## config.mk

```make
export PLATFORM = sky130hd
export DESIGN_NAME = accl_pair_scheduler
export DESIGN_NICKNAME = d
export VERILOG_FILES = /design/src/rtl/nbody_pkg.sv /design/src/rtl/accl_pair_scheduler_tag_pipe.sv /design/src/rtl/accl_pair_scheduler.sv
export SDC_FILE = /design/constraint.sdc
export NUM_CORES = 1
export LEC_CHECK = 0
export ABC_AREA = 0
export BUFFER_PORTS_ARGS = -buffer_cell sky130_fd_sc_hd__buf_2
export CAP_MARGIN = 20
export CORE_ASPECT_RATIO = 1.5
export CORE_MARGIN = 1
export CORE_UTILIZATION = 30
export CTS_BUF_LIST = sky130_fd_sc_hd__clkbuf_4 sky130_fd_sc_hd__clkbuf_8 sky130_fd_sc_hd__clkbuf_16
export DETAILED_ROUTE_END_ITERATION = 10
export PLACE_DENSITY = 0.47
export SYNTH_ARGS = -nofsm -noshare
export SYNTH_HDL_FRONTEND = slang
export SYNTH_SLANG_ARGS = --single-unit
```

## constraint.sdc

```tcl
create_clock -name clk -period 36.1 [get_ports clk]
set_input_delay 0 -clock clk [delete_from_list [all_inputs] [get_ports clk]]
set_output_delay 0 -clock clk [all_outputs]
set_load 0.01 [all_outputs]
```

## src/rtl/nbody_pkg.sv

```systemverilog
// Shared types and constants for the getAccl pair scheduler.
// Holds sizing, latencies, FSM state enum and the result tag.
package nbody_pkg;

  localparam int IDX_W        = 4;
  localparam int N_MAX        = 16;
  localparam int ACCL_LATENCY = 122;
  localparam int BODY_MEM_LAT = 1;

  typedef enum logic [1:0] {
    IDLE,
    ISSUE,
    DRAIN,
    DONE
  } sched_state_e;

  typedef struct packed {
    logic             valid;
    logic [IDX_W-1:0] i_idx;
    logic             first;
    logic             last;
  } accl_tag_t;

endpackage

```

## src/rtl/accl_pair_scheduler_tag_pipe.sv

```systemverilog
// accl_tag_pipe: fixed-depth shift register of result tags.
// Ports: clk, rst, tag_i in; tap_o (after TAP stages), out_o (final), busy_o.
module accl_tag_pipe
  import nbody_pkg::*;
#(
  parameter int DEPTH = 123,
  parameter int TAP   = 1
) (
  input  logic      clk,
  input  logic      rst,
  input  accl_tag_t tag_i,
  output accl_tag_t tap_o,
  output accl_tag_t out_o,
  output logic      busy_o
);

  accl_tag_t pipe_q [DEPTH];

  always_ff @(posedge clk or posedge rst) begin
    if (rst) begin
      for (int k = 0; k < DEPTH; k++) pipe_q[k] <= '0;
    end else begin
      pipe_q[0] <= tag_i;
      for (int k = 1; k < DEPTH; k++) pipe_q[k] <= pipe_q[k-1];
    end
  end

  assign tap_o = pipe_q[TAP-1];
  assign out_o = pipe_q[DEPTH-1];

  // Final stage excluded: the run may finish the cycle the last
  // result is presented, so done lands one cycle after it.
  always_comb begin
    busy_o = 1'b0;
    for (int k = 0; k < DEPTH-1; k++) busy_o = busy_o | pipe_q[k].valid;
  end

endmodule

```

## src/rtl/accl_pair_scheduler.sv

```systemverilog
// Issues every ordered pair (i,j), i!=j, one per cycle into getAccl
// and tags results. Ports: clk, rst, start, n_bodies -> busy, done,
// rd_en/rd_i_idx/rd_j_idx, pipe_valid, res_valid/res_i_idx/res_first/
// res_last. Macro ACCL_SCHED_PERF_EN adds perf_cycles.
module accl_pair_scheduler
  import nbody_pkg::*;
(
  input  logic             clk,
  input  logic             rst,
  input  logic             start,
  input  logic [IDX_W:0]   n_bodies,
  output logic             busy,
  output logic             done,
  output logic             rd_en,
  output logic [IDX_W-1:0] rd_i_idx,
  output logic [IDX_W-1:0] rd_j_idx,
  output logic             pipe_valid,
  output logic             res_valid,
  output logic [IDX_W-1:0] res_i_idx,
  output logic             res_first,
  output logic             res_last
`ifdef ACCL_SCHED_PERF_EN
  ,
  output logic [31:0]      perf_cycles
`endif
);

  localparam logic [IDX_W:0] ONE  = (IDX_W+1)'(1);
  localparam logic [IDX_W:0] TWO  = (IDX_W+1)'(2);
  localparam logic [IDX_W:0] NMAX = (IDX_W+1)'(N_MAX);

  sched_state_e     state_q, state_d;
  logic [IDX_W:0]   n_q, n_d;
  logic [IDX_W-1:0] i_q, i_d, j_q, j_d;

  logic [IDX_W:0]   n_clamp, nm1, nm2, i_w, j_w, jn;
  logic             pipe_busy;
  accl_tag_t        tag_in, tag_tap, tag_out;

  assign n_clamp = (n_bodies > NMAX) ? NMAX : n_bodies;
  assign nm1     = n_q - ONE;
  assign nm2     = n_q - TWO;
  assign i_w     = {1'b0, i_q};
  assign j_w     = {1'b0, j_q};

  always_ff @(posedge clk or posedge rst) begin
    if (rst) begin
      state_q <= IDLE;
      n_q     <= '0;
      i_q     <= '0;
      j_q     <= '0;
    end else begin
      state_q <= state_d;
      n_q     <= n_d;
      i_q     <= i_d;
      j_q     <= j_d;
    end
  end

  always_comb begin
    state_d = state_q;
    n_d     = n_q;
    i_d     = i_q;
    j_d     = j_q;
    rd_en   = 1'b0;
    jn      = j_w + ONE;
    if (jn == i_w) jn = j_w + TWO;
    unique case (state_q)
      IDLE: begin
        if (start) begin
          n_d     = n_clamp;
          i_d     = '0;
          j_d     = IDX_W'(1);
          state_d = (n_clamp >= TWO) ? ISSUE : DONE;
        end
      end
      ISSUE: begin
        rd_en = 1'b1;
        if (i_w == nm1 && j_w == nm2) begin
          state_d = DRAIN;
        end else if (jn >= n_q) begin
          // i+1 is never 0 here, so the row always restarts at j=0
          i_d = i_q + IDX_W'(1);
          j_d = '0;
        end else begin
          j_d = jn[IDX_W-1:0];
        end
      end
      DRAIN: begin
        if (!pipe_busy) state_d = DONE;
      end
      DONE: begin
        state_d = IDLE;
      end
      default: state_d = IDLE;
    endcase
  end

  assign busy     = (state_q != IDLE);
  assign done     = (state_q == DONE);
  assign rd_i_idx = rd_en ? i_q : '0;
  assign rd_j_idx = rd_en ? j_q : '0;

  // Invalid slots carry all-zero tags so res_* stay 0 between results
  always_comb begin
    tag_in       = '0;
    tag_in.valid = rd_en;
    if (rd_en) begin
      tag_in.i_idx = i_q;
      tag_in.first = (j_w == ((i_q == '0) ? ONE : '0));
      tag_in.last  = (j_w == ((i_w == nm1) ? nm2 : nm1));
    end
  end

  accl_tag_pipe #(
    .DEPTH (BODY_MEM_LAT + ACCL_LATENCY),
    .TAP   (BODY_MEM_LAT)
  ) u_tag_pipe (
    .clk    (clk),
    .rst    (rst),
    .tag_i  (tag_in),
    .tap_o  (tag_tap),
    .out_o  (tag_out),
    .busy_o (pipe_busy)
  );

  assign pipe_valid = tag_tap.valid;
  assign res_valid  = tag_out.valid;
  assign res_i_idx  = tag_out.i_idx;
  assign res_first  = tag_out.first;
  assign res_last   = tag_out.last;

`ifdef ACCL_SCHED_PERF_EN
  logic [31:0] perf_q;

  always_ff @(posedge clk or posedge rst) begin
    if (rst) begin
      perf_q <= '0;
    end else if (state_q == IDLE) begin
      if (start) perf_q <= '0;
    end else if (perf_q != '1) begin
      perf_q <= perf_q + 32'd1;
    end
  end

  assign perf_cycles = perf_q;
`endif

endmodule

```

==> results_dict.tcl <==
set metrics [dict create \
    status "finished, final reports clean" \
    synth.distinct_cells 51 \
    grtUsageTotal_pct 8.01 \
    slowest_delay_ns 0.64 \
    synth_area_leaders "dfrtp_1, nor4_1, ha_1, xnor2_1, nand2_1" \
    slew_viol_final 0 \
    via_count 8724 \
    cp_slowest_cell "dfrtp_1" \
    final_core_util_pct 36.0 \
    final_common_cell "dfrtp_1" \
    final_cell_mix "dfrtp_1, clkbuf_16, nor4_1, buf_2, nand2_1" \
    numClockSinks 876 \
    synth_nets 1119 \
    initial_core_util_pct 30.3 \
    finalSetupViolCount 0 \
    cp-start-kind "register" \
    dr.first_iter.drc_count 489 \
    n_antenna_cell 0 \
    power.share.clock_pct 41.3 \
    cp_max_fo 12 \
    powerDensity_nw_per_um2 76.2 \
    rsz0062_at_grt "false" \
    grt_overflow 0 \
    path_class "reg -> reg" \
    drc 0 \
    hold_violations 0 \
    yosys_register_bits 876 \
    clk_pin_slew_ns 0.06 \
    fill_cells 7179 \
    hpwl_um 13800 \
    portBuffers 26 \
    grt_start_max_net_pins 209 \
    yosysSeqAreaShare_pct 93.3 \
    worst_setup_path_end_kind "register" \
    antenna_found_initial 0 \
    synth_top_area_cell "dfrtp_1" \
    via_per_inst 3.80 \
    critPathRequiredTime_ns 36.62 \
    finalWeightedCongestion 0.723 \
    total_leakage_power_nw 14.4 \
    cp_num_buf_inv 0 \
    maxSlewHeadroom_pct 26.8 \
    path_cells "ha_1 > xor3_1 > o22ai_1 > nand2_1 > nor2_1 > a2bb2oi_1 > ha_1 > a21o_1 > a31oi_1 > o211ai_1 > o221a_2 > nand2_1 > mux2i_1" \
    wl_per_cell_um 12.9 \
    synth-compound-area-share_pct 1.10 \
    postSynthCellCount 1095 \
    switchingPower_w 0.000474 \
    cts-htree-levels 3 \
    die_h_um 345 \
    clockBufferDepth 3 \
    cp_top_family "compound AO/OA/AOI/OAI gates" \
    cts_made_buffers 82 \
    drt-total-wl_um 29500 \
    clock-root-buffer "clkbuf_16" \
    syn_area_um2 23500 \
    dieArea_um2 79400 \
    holdBufCountCts 16 \
    die_w_um 230 \
    grt_pass1_wl_um 51900 \
    intPower_w 0.00165 \
    first_pass_iters 4 \
    drive_gt1_share_pct 15.3 \
    grt_pass1_vias 9870 \
    yosysTopAreaCellShare_pct 93.3 \
    irDropWorstVdd_mv 0.0432 \
    core_um2 77400 \
    maxCapViolations 0 \
    tightest_slew_ns 1.10 \
    postCtsSetupBuffers 0 \
    synth_adder_area_share_pct 0.852 \
    cp.arrival_ns 3.90 \
    synth_top_family_by_area "simple AND/OR/NAND/NOR gates" \
    fmax_ghz 0.296 \
    ioPinCount 27 \
    syn2layout_area_growth_pct 18.8 \
    timing.final.crit_share_pct 9.37 \
    synth_xor_area_share_pct 1.04 \
    avgSynthCellArea_um2 21.4 \
    antenna_left 0 \
    p_sw_share_pct 22.3 \
    fin_nets 1238 \
    muxShareOfSynthArea_pct 0.346 \
    post-route-min-period_ns 3.38 \
    insertion_delay_ns 0.60 \
    row_count 125 \
    cts_tree "built" \
    synth_warnings 0 \
    seq_power_share_pct 51.9 \
    tns_ns 0 \
    p_comb_share_pct 6.8 \
    finClkSkew_ns 0.0162 \
    cts_resized 0 \
    synthSimpleGateAreaFrac_pct 2.58 \
    min_path_type "in -> async" \
]
registers in the layout, summed over array words and instances, names as in the netlist:
| name | flops |
|---|---|
| u_tag_pipe.out_o | 7 |
| j_q | 4 |
| i_q | 4 |
| u_tag_pipe.pipe_q | 847 |
| state_q | 2 |
| u_tag_pipe.tap_o | 7 |
| n_q | 5 |
cell type report:
cell class                 instances  area, um2  area share [%]
sequential                       876      21900            78.6
clock buffer                     113       2420            8.68
timing repair buffer              52        418            1.50
multi-input combinational        188       1390            4.99
clock inverter                    35        418            1.50
inverter                          14       60.1           0.215
tap                             1016       1270            4.56
logic make-up (layout without fill, tap and decap cells):
| kind of cell | after synthesis | in the layout |
|---|---|---|
| AOI/OAI and AO/OA | 34 | 34 |
| xor gates and xnor gates | 22 | 22 |
| adders and majority gates | 16 | 16 |
| buffers and inverters | 31 | 214 |
| DFF | 876 | 876 |
| muxes | 8 | 8 |
| and+or+nand+nor | 108 | 108 |
through the flow:
step / instance area (um2) / cells / total power, W / hold slack, ns / setup slack [ns]
after floorplan: 23500 / 1095 / 0.00122 / 0.148 / 11.48
after global placement: 24800 / 2128 / 0.00126 / 0.251 / 32.63
after detailed placement: 24800 / 2128 / 0.00126 / 0.272 / 32.43
after CTS: 27800 / 2292 / 0.00217 / 0.162 / 32.54
after global routing: 27900 / 2294 / 0.00223 / 0.237 / 32.46
final: 27900 / 2294 / 0.00213 / 0.129 / 32.72
per-layer routing:
layer | wire (um) | vias up | global-route usage [%]
met3 | 1500 | 85 | 2.39
met5 | 0 | - | 0
met1 | 14000 | 4739 | 11.0
met2 | 13000 | 137 | 11.6
met4 | 994 | 0 | 4.04
li1 | - | 3763 | -
power groups by stage:
stage          clock network [W]  logic [W]  registers (W)
2_1_floorplan                  0   0.000119        0.00111
3_5_place_dp                   0   0.000143        0.00112
6_report                0.000878   0.000145        0.00110
3_3_place_gp                   0   0.000141        0.00112
5_1_grt                 0.000957   0.000165        0.00111
4_1_cts                 0.000917   0.000148        0.00110
cell usage after synthesis, drive strengths merged:
master / number
a21boi: 2
a21o: 2
a21oi: 2
a221oi: 1
a22o: 2
a2bb2oi: 1
a31o: 1
a31oi: 3
and2: 9
buf: 12
clkbuf: 5
dfrtp: 876
ha: 16
inv: 14
mux2: 1
mux2i: 7
nand2: 21
nand2b: 10
nand3: 8
nand4: 7
nor2: 11
nor3: 4
nor3b: 1
nor4: 34
o2111ai: 1
o211ai: 1
o21a: 2
o21ai: 9
o21bai: 1
o221a: 1
o22ai: 1
o2bb2ai: 1
o311ai: 1
o31a: 1
o32a: 1
or2: 1
or3b: 1
or4: 1
xnor2: 12
xor2: 7
xor3: 3
worst min-delay path: stages:
cell and delay, ns:
dlygate4sd3_1 0.53, buf_2 0.15, inv_8 0.57
final timing paths:
path | slack [ns] | endpoint | cells past startpoint | startpoint
setup reg to reg | 32.72 | i_q[1]$_DFFE_PP0P_ | 13 | j_q[2]$_DFFE_PP0P_
max in group asynchronous | 33.43 | u_tag_pipe.pipe_q[237]$_DFF_PP0_ | 6 | rst
min in group clk | 0.34 | u_tag_pipe.pipe_q[446]$_DFF_PP0_ | 0 | u_tag_pipe.pipe_q[453]$_DFF_PP0_
hold / removal | 0.13 | u_tag_pipe.pipe_q[47]$_DFF_PP0_ | 3 | rst
setup / recovery | 32.72 | i_q[1]$_DFFE_PP0P_ | 13 | j_q[2]$_DFFE_PP0P_
hold reg to reg | 0.34 | u_tag_pipe.pipe_q[446]$_DFF_PP0_ | 0 | u_tag_pipe.pipe_q[453]$_DFF_PP0_
No activity file was read; power rests on OpenSTA's default activity.
